`src/rtl/arb_pkg.sv`:
```
// arb_pkg -- shared definitions for the three-way round-robin arbiter.
//   state_t         : arbiter FSM states (IDLE, BUSY, GAP)
//   CODE_*          : grant_code values for each requester and for "no grant"
//   rr_pick()       : first set request bit searching upward from a pointer, mod 3
package arb_pkg;

  typedef enum logic [1:0] {
    ST_IDLE = 2'b00,
    ST_BUSY = 2'b01,
    ST_GAP  = 2'b10
  } state_t;

  localparam logic [1:0] CODE_R0   = 2'b00;
  localparam logic [1:0] CODE_R1   = 2'b01;
  localparam logic [1:0] CODE_R2   = 2'b10;
  localparam logic [1:0] CODE_NONE = 2'b11;

  // Returns the index of the first asserted request starting at ptr and
  // wrapping 2 -> 0. Only meaningful when req != 0.
  function automatic logic [1:0] rr_pick(input logic [2:0] req, input logic [1:0] ptr);
    logic [1:0] pick;
    logic       found;
    int         idx;
    pick  = 2'd0;
    found = 1'b0;
    for (int k = 0; k < 3; k++) begin
      idx = (int'(ptr) + k) % 3;
      if (!found && req[idx]) begin
        pick  = 2'(idx);
        found = 1'b1;
      end
    end
    return pick;
  endfunction

endpackage

```
`src/rtl/grant_enc.sv`:
```
// grant_enc -- one-hot grant vector to 2-bit grant code.
//   grant      in  3 : one-hot grant (bit n = requester n)
//   grant_code out 2 : 00/01/10 for requester 0/1/2, 11 for none or non-one-hot
module grant_enc
  import arb_pkg::*;
(
  input  logic [2:0] grant,
  output logic [1:0] grant_code
);

  always_comb begin
    grant_code = CODE_NONE;
    case (grant)
      3'b001:  grant_code = CODE_R0;
      3'b010:  grant_code = CODE_R1;
      3'b100:  grant_code = CODE_R2;
      default: grant_code = CODE_NONE;
    endcase
  end

endmodule

```
`src/rtl/rr_arb3.sv`:
```
// rr_arb3 -- three-requester round-robin arbiter with hold limit.
//   clk        in  1 : clock, all state on rising edge
//   rst        in  1 : synchronous active-high reset
//   req        in  3 : request per requester (bit n = requester n)
//   done       in  1 : release pulse from the current owner
//   grant      out 3 : registered one-hot grant
//   grant_code out 2 : encoded grant, 11 = none
//   busy       out 1 : high while a grant is held
//   timeout    out 1 : one-cycle pulse when a grant is force-released after MAX_HOLD cycles
// A grant is held until done, the owner dropping its request, or MAX_HOLD
// cycles; a one-cycle GAP with no grant always follows a release.
module rr_arb3
  import arb_pkg::*;
#(
  parameter int MAX_HOLD = 15
) (
  input  logic       clk,
  input  logic       rst,
  input  logic [2:0] req,
  input  logic       done,
  output logic [2:0] grant,
  output logic [1:0] grant_code,
  output logic       busy,
  output logic       timeout
);

  localparam logic [7:0] HOLD_LAST = 8'(MAX_HOLD - 1);

  state_t     state_reg, state_next;
  logic [1:0] ptr_reg, ptr_next;
  logic [7:0] cnt_reg, cnt_next;
  logic [2:0] grant_reg, grant_next;
  logic       timeout_reg, timeout_next;

  logic [1:0] owner_code;
  logic       owner_req;
  logic       expiry;
  logic       release_now;
  logic [1:0] pick;

  grant_enc u_enc (
    .grant      (grant_reg),
    .grant_code (owner_code)
  );

  assign owner_req   = |(req & grant_reg);
  assign expiry      = (cnt_reg == HOLD_LAST);
  assign release_now = done || !owner_req || expiry;
  assign pick        = rr_pick(req, ptr_reg);

  always_ff @(posedge clk) begin
    if (rst) begin
      state_reg   <= ST_IDLE;
      ptr_reg     <= 2'd0;
      cnt_reg     <= 8'd0;
      grant_reg   <= 3'b000;
      timeout_reg <= 1'b0;
    end else begin
      state_reg   <= state_next;
      ptr_reg     <= ptr_next;
      cnt_reg     <= cnt_next;
      grant_reg   <= grant_next;
      timeout_reg <= timeout_next;
    end
  end

  always_comb begin
    state_next   = state_reg;
    ptr_next     = ptr_reg;
    cnt_next     = cnt_reg;
    grant_next   = grant_reg;
    timeout_next = 1'b0;
    case (state_reg)
      ST_IDLE: begin
        grant_next = 3'b000;
        if (req != 3'b000) begin
          grant_next = 3'b001 << pick;
          cnt_next   = 8'd0;
          state_next = ST_BUSY;
        end
      end
      ST_BUSY: begin
        if (release_now) begin
          state_next   = ST_GAP;
          grant_next   = 3'b000;
          cnt_next     = 8'd0;
          ptr_next     = (owner_code == CODE_R2) ? 2'd0 : owner_code + 2'd1;
          // done wins over a coincident expiry: that is a normal release.
          timeout_next = expiry && !done;
        end else if (cnt_reg != 8'hFF) begin
          cnt_next = cnt_reg + 8'd1;
        end
      end
      ST_GAP: begin
        grant_next = 3'b000;
        state_next = ST_IDLE;
      end
      default: begin
        grant_next = 3'b000;
        state_next = ST_IDLE;
      end
    endcase
  end

  assign grant      = grant_reg;
  assign grant_code = owner_code;
  assign busy       = (state_reg == ST_BUSY);
  assign timeout    = timeout_reg;

endmodule

```
`config.mk`:
```
export PLATFORM = sky130hd
export DESIGN_NAME = rr_arb3
export DESIGN_NICKNAME = d
export VERILOG_FILES = /design/src/rtl/arb_pkg.sv /design/src/rtl/grant_enc.sv /design/src/rtl/rr_arb3.sv
export SDC_FILE = /design/constraint.sdc
export NUM_CORES = 1
export LEC_CHECK = 0
export ABC_AREA = 1
export BUFFER_PORTS_ARGS = -buffer_cell sky130_fd_sc_hd__buf_2
export CAP_MARGIN = 5
export CORE_MARGIN = 5
export CORE_UTILIZATION = 39
export CTS_BUF_LIST = sky130_fd_sc_hd__clkbuf_4
export DETAILED_ROUTE_END_ITERATION = 10
export GPL_TIMING_DRIVEN = 0
export PLACE_DENSITY = 0.64
export SLEW_MARGIN = 10
export SYNTH_ARGS = -nofsm -noshare
export SYNTH_HDL_FRONTEND = slang
export SYNTH_HIERARCHICAL = 1
export SYNTH_SLANG_ARGS = --single-unit
```
`constraint.sdc`:
```
create_clock -name clk -period 1.8 [get_ports clk]
set_clock_uncertainty 0.05 [all_clocks]
set_input_delay 0.09 -clock clk [delete_from_list [all_inputs] [get_ports clk]]
set_output_delay 0.09 -clock clk [all_outputs]
set_load 0.02 [all_outputs]
```
==> impl_metrics.toml, run 1 <==
[status]
outcome = "complete, no violations"

[timing]
fin_setup_tns_ps = 0
max_slew_margin_pct = 62.02
finalCriticalPeriod_ps = 1633
worst_pin_slew_ps = 569.7
finalHoldViolCount = 0
max_freq_mhz = 612.5
finalCritPeriodShare_pct = 90.70
maxSlewViolCount = 0
setup_viol = 0

[cells_and_area]
final_cell_mix = "nand2_1 (44), inv_1 (23), nand3_1 (23), nor2_1 (17), dfxtp_1 (13)"
n_fill_cell = 289
largest_reg_flops = 8
drive_gt1_share_pct = 20.21
utilization_pct = 46.41
num-nets-final = 202
final_area_mm2 = 0.001269
area_growth_pct = 14.45
layout_commonest_cell = "nand2_1"
antennaDiodeCount = 0
instances_no_fill = 219

[clock_tree]
clock-root-buffer = "clkbuf_4"
clockBufferDepth = 2
cts_tree = "yes"
clock-sinks = 16
cts_setup_buffers = 0
numCtsBuffers = 3
clk_latency_ps = 290
path_clk_slew_ps = 100
htree_levels = 1

[grt]
track_usage_pct = 13.35
overflow = 0
grt_max_degree = 11
grt_pass1_wl_um = 4367
grt_pass1_vias = 1023
grt_antenna_before_repair = 0

[synthesis]
yosys-top-cells-area = "dfxtp_1 (29%), nand2_1 (15%), nand3_1 (10%)"
avgSynthCellArea_um2 = 6.483
syn_nets = 183
synth_edf_count = 0
ys_ff_latch = 16
async_flop_share_pct = 0
yosysSeqAreaShare_pct = 28.89
synth_area_mm2 = 0.001109
yosys.area.top_type_share_pct = 28.89
ys_types = 23
syn_inst = 171
synth_flop_cell = "dfxtp_1"
ys_warn_count = 6
synth_top_cell_by_area = "dfxtp_1"

[worst_hold_path]
worstHoldStart = "req[2]"
hold_end = "grant[2]"
hold_depth = 5
hp-class = "input port to flop"

[detailed_routing]
vias_per_cell = 5.146
detail-route-antenna-nets = 0
vias = 1127
first_pass_iters = 5
drt_wl_total_um = 2575
drc = 0
drt-initial-drc-count = 88
wl_per_cell_um = 11.76

[floorplan]
die_width_um = 63.32
row_count = 19
initial_core_util_pct = 40.55
core-area_mm2 = 0.002734
die-area_mm2 = 0.004009
ios = 13
die_h_um = 63.32

[placement]
numPlacedInstances = 214
placed_area_mm2 = 0.001207
place.detailed.hpwl_um = 1958
placement.io_buffers = 12
gp_congestion = 0.8146

[setup_path]
r2r-start = "ptr_reg[0]"
reg2reg_slack_ps = 170
reg2reg_depth = 11
crit_path_end_kind = "flop"
path_class = "flop to flop"
worstPathRequired_ps = 1900
cp_max_fo = 6
worst_setup_path_start_kind = "flop"
worstPathArrival_ps = 1730
r2r_end = "grant[0]"

[pwr]
p_per_area_mw_per_mm2 = 744.5
p_leak_nw = 0.5889
ir_drop_uv = 442.3

[run]
cap_violations = 0
[metrics by stage]
stage,total power (W),setup slack [ps],hold WS (ps)
final,0.0009446,167.4,269.7
after global routing,0.001018,-9.311,312.2
after CTS,0.0009282,19.79,257.7
after detailed placement,0.0007379,37.76,297.3
after global placement,0.0007255,74.21,289.2
after floorplan,0.0006494,225.3,109.1
[cell families (layout without fill, tap and decap cells)]
kind of cell    Yosys count  count (layout)  share of synthesized area [%]
flops                    16              16                          28.89
simple gates            101             101                          42.10
xor+xnor                  4               4                          3.161
buf+inv                  27              44                          9.593
compound gates           17              17                          9.481
fa+ha+maj                 6               6                          6.772
[per-layer routing]
metal,vias to the layer above,part of all wire [%],track usage (%)
li1,581,-,-
met1,514,47,17.37
met2,30,46,21.67
met3,2,6.6,3.908
met4,0,0.78,3.117
met5,-,0,0
[synthesized netlist by cell type, drive strengths merged, types with 2 or more instances]
cell    count
o21ai       2
nor2       21
a21oi      12
xor2        2
ha          6
nor3        3
inv        26
a211oi      2
nand4       3
dfxtp      16
nand2      50
xnor2       2
nand3      23
[critical path, cell delays in order (launching register included)]
cell	delay (ps)
dfxtp_2	360
inv_1	100
ha_4	310
inv_2	50
nand2_1	70
nand2_1	50
nand3_1	90
nand3_1	100
nor2_1	130
nor2_1	50
nand3_1	70
a21oi_1	60
[power by group]
group / internal [W] / total (W) / switching, W
sequential: 0.000377 / 0.000405 / 0.0000277
clock: 0.0000778 / 0.000191 / 0.000113
combinational: 0.000121 / 0.000349 / 0.000228
total: 0.000576 / 0.000945 / 0.000369
[worst max path at each step]
stage                     from  endpoint  slack [ps]
floorplan           ptr_reg[0]  grant[1]         230
global placement    ptr_reg[0]  grant[0]          70
detailed placement  ptr_reg[0]  grant[0]          40
CTS                 ptr_reg[0]  grant[0]          20
global route        ptr_reg[0]  grant[0]          -9
finish              ptr_reg[0]  grant[0]         170
[timing repair]
action / in CTS / in global routing
endpoints found under the setup margin: 0 / 4
hold buffers: 2 / 0
hold endpoints to repair: 6 / 0
gates resized for setup: 0 / 8
[final cells by class]
| type | count | area (um^2) | area share [%] |
|---|---|---|---|
| Sequential cell | 16 | 324.1 | 25.54 |
| Inverter | 26 | 102.6 | 8.087 |
| Tap cell | 31 | 38.79 | 3.057 |
| Clock buffer | 3 | 22.52 | 1.775 |
| Timing Repair Buffer | 14 | 80.08 | 6.312 |
| Multi-Input combinational cell | 128 | 696.9 | 54.93 |
| Buffer | 1 | 3.754 | 0.2959 |
(Power assumes the default switching activity.)
==> inputs of run 2 (changes only) <==
--- a/config.mk
+++ b/config.mk
@@ -8,6 +8,7 @@
 export ABC_AREA = 1
 export BUFFER_PORTS_ARGS = -buffer_cell sky130_fd_sc_hd__buf_2
 export CAP_MARGIN = 5
+export CORE_ASPECT_RATIO = 0.75
 export CORE_MARGIN = 5
 export CORE_UTILIZATION = 39
 export CTS_BUF_LIST = sky130_fd_sc_hd__clkbuf_4
==> constraint.sdc (replaced) <==
create_clock -name clk -period 1.8 [get_ports clk]
set_clock_uncertainty 0.05 [all_clocks]
set_input_delay 0.27 -clock clk [delete_from_list [all_inputs] [get_ports clk]]
set_output_delay 0.27 -clock clk [all_outputs]
set_load 0.02 [all_outputs]
==> run 2 against run 1 <==
  * Clock power shrank 4%
  * First-iteration DRC count shrank 26%
  * Global-route usage shrank 0.38 points
  * Core utilization grew 1.4 points
  * Cell count grew 1.8%
  * Fmax shrank 0.48%
  * Worst setup slack lost 7.9 ps
  * Design area grew 0.39%
  * Highest routed layer unchanged
==> impl_metrics.toml, run 2 (synthesis gave the netlist of run 1 again) <==
[cells_and_area]
area_growth_pct = 14.90
antennaDiodeCount = 0
final_cell_mix = "nand2_1 (44), inv_1 (23), nand3_1 (21), nor2_1 (16), dfxtp_1 (14)"
final_area_mm2 = 0.001274
drive_gt1_share_pct = 21.93
instances_no_fill = 223
n_fill_cell = 268
largest_reg_flops = 8
num-nets-final = 201
layout_commonest_cell = "nand2_1"

[clock_tree]
path_clk_slew_ps = 90
clock-sinks = 16
numCtsBuffers = 3
htree_levels = 1
postCtsHoldBufs = 0
cts_tree = "yes"
clk_latency_ps = 280
clock-root-buffer = "clkbuf_4"
clockBufferDepth = 2

[setup_path]
reg2reg_depth = 11
r2r-start = "ptr_reg[0]"
worstPathArrival_ps = 1740
reg2reg_slack_ps = 160
worstPathRequired_ps = 1900
crit_path_end_kind = "flop"
r2r_end = "grant[0]"
worst_setup_path_start_kind = "flop"
cp_max_fo = 6
path_class = "flop to flop"

[worst_hold_path]
hp-class = "input port to flop"
hold_end = "cnt_reg[3]"
hold_depth = 2
worstHoldStart = "rst"

[floorplan]
core-area_mm2 = 0.002663
row_count = 16
initial_core_util_pct = 41.64
ios = 13
die_width_um = 71.56
die_h_um = 56.17
die-area_mm2 = 0.004020

[detailed_routing]
vias = 1112
drt_wl_total_um = 2475
drc = 0
first_pass_iters = 4
vias_per_cell = 4.987
detail-route-antenna-nets = 0
drt-initial-drc-count = 65
wl_per_cell_um = 11.10

[timing]
setup_viol = 0
finalHoldViolCount = 0
fin_setup_tns_ps = 0
max_freq_mhz = 609.6
grt_setup_unrepaired = "no"
worst_pin_slew_ps = 530.5
maxSlewViolCount = 0
max_slew_margin_pct = 64.63
finalCriticalPeriod_ps = 1641
finalCritPeriodShare_pct = 91.14

[placement]
numPlacedInstances = 219
gp_congestion = 0.7810
place.detailed.hpwl_um = 1938
placed_area_mm2 = 0.001214
placement.io_buffers = 12

[grt]
grt_pass1_wl_um = 4153
grt_antenna_before_repair = 0
grt_pass1_vias = 929
grt_max_degree = 11
overflow = 0
track_usage_pct = 12.97

[pwr]
p_leak_nw = 0.5909
ir_drop_uv = 316.4
p_per_area_mw_per_mm2 = 743.9

[run]
cap_violations = 0

[status]
outcome = "complete, no violations"
## run 2: routing by layer
layer	part of all wire, %	track usage [%]	wire, um	vias to the layer above
met2	44	17.54	1100	31
met3	6.5	4.693	162	2
met5	0	0	0	-
met4	0.61	3.753	15	0
li1	-	-	-	581
met1	48	18.86	1196	498
## run 2: worst max path at each step
stage / start / end / cells past startpoint
final: ptr_reg[0] / grant[0] / 11
after global routing: cnt_reg[0] / cnt_reg[1] / 11
after CTS: ptr_reg[0] / grant[0] / 11
after detailed placement: ptr_reg[0] / grant[1] / 10
after global placement: ptr_reg[0] / grant[0] / 11
after floorplan: ptr_reg[0] / grant[1] / 10
## run 2: critical path, stage by stage, from the launching register on
cell and delay (ps):
dfxtp_2 350, inv_1 90, ha_4 310, inv_2 50
nand2_1 70, nand2_1 60, nand3_1 110, nand3_2 120
nor2_2 110, nor2_1 50, nand3_1 70, a21oi_1 60
## run 2: per-stage QoR
stage | util [%] | setup WS (ps) | hold slack, ps | power, W
after CTS | 46.90 | 92.84 | 160.1 | 0.0009362
after floorplan | - | 225.3 | 289.1 | 0.0006494
after global placement | 45.58 | 84.18 | 445.0 | 0.0007321
after global routing | 47.84 | 20.10 | 155.7 | 0.001027
after detailed placement | 45.58 | 3.309 | 454.0 | 0.0007400
final | 47.84 | 159.5 | 170.8 | 0.0009476
## run 2: final cells by class
class	count	area, um^2	share of cell area, %
buffer	1	3.754	0.2947
multi-input combinational	128	709.4	55.70
inverter	26	102.6	8.055
tap	36	45.04	3.536
timing repair buffer	13	67.56	5.305
sequential	16	322.8	25.34
clock buffer	3	22.52	1.768
## run 2: power breakdown
group	total, W	internal [W]	switching, W
clock	0.000183	0.0000777	0.000105
sequential	0.000404	0.000377	0.0000269
combinational	0.000361	0.000124	0.000237
total	0.000948	0.000578	0.000369
## run 2: what timing repair did
| item | in CTS | in global routing |
|---|---|---|
| gates resized for setup | 1 | 9 |
| setup buffers | 0 | 1 |
| pin swaps | 0 | 1 |
| setup endpoints to repair | 2 | 5 |
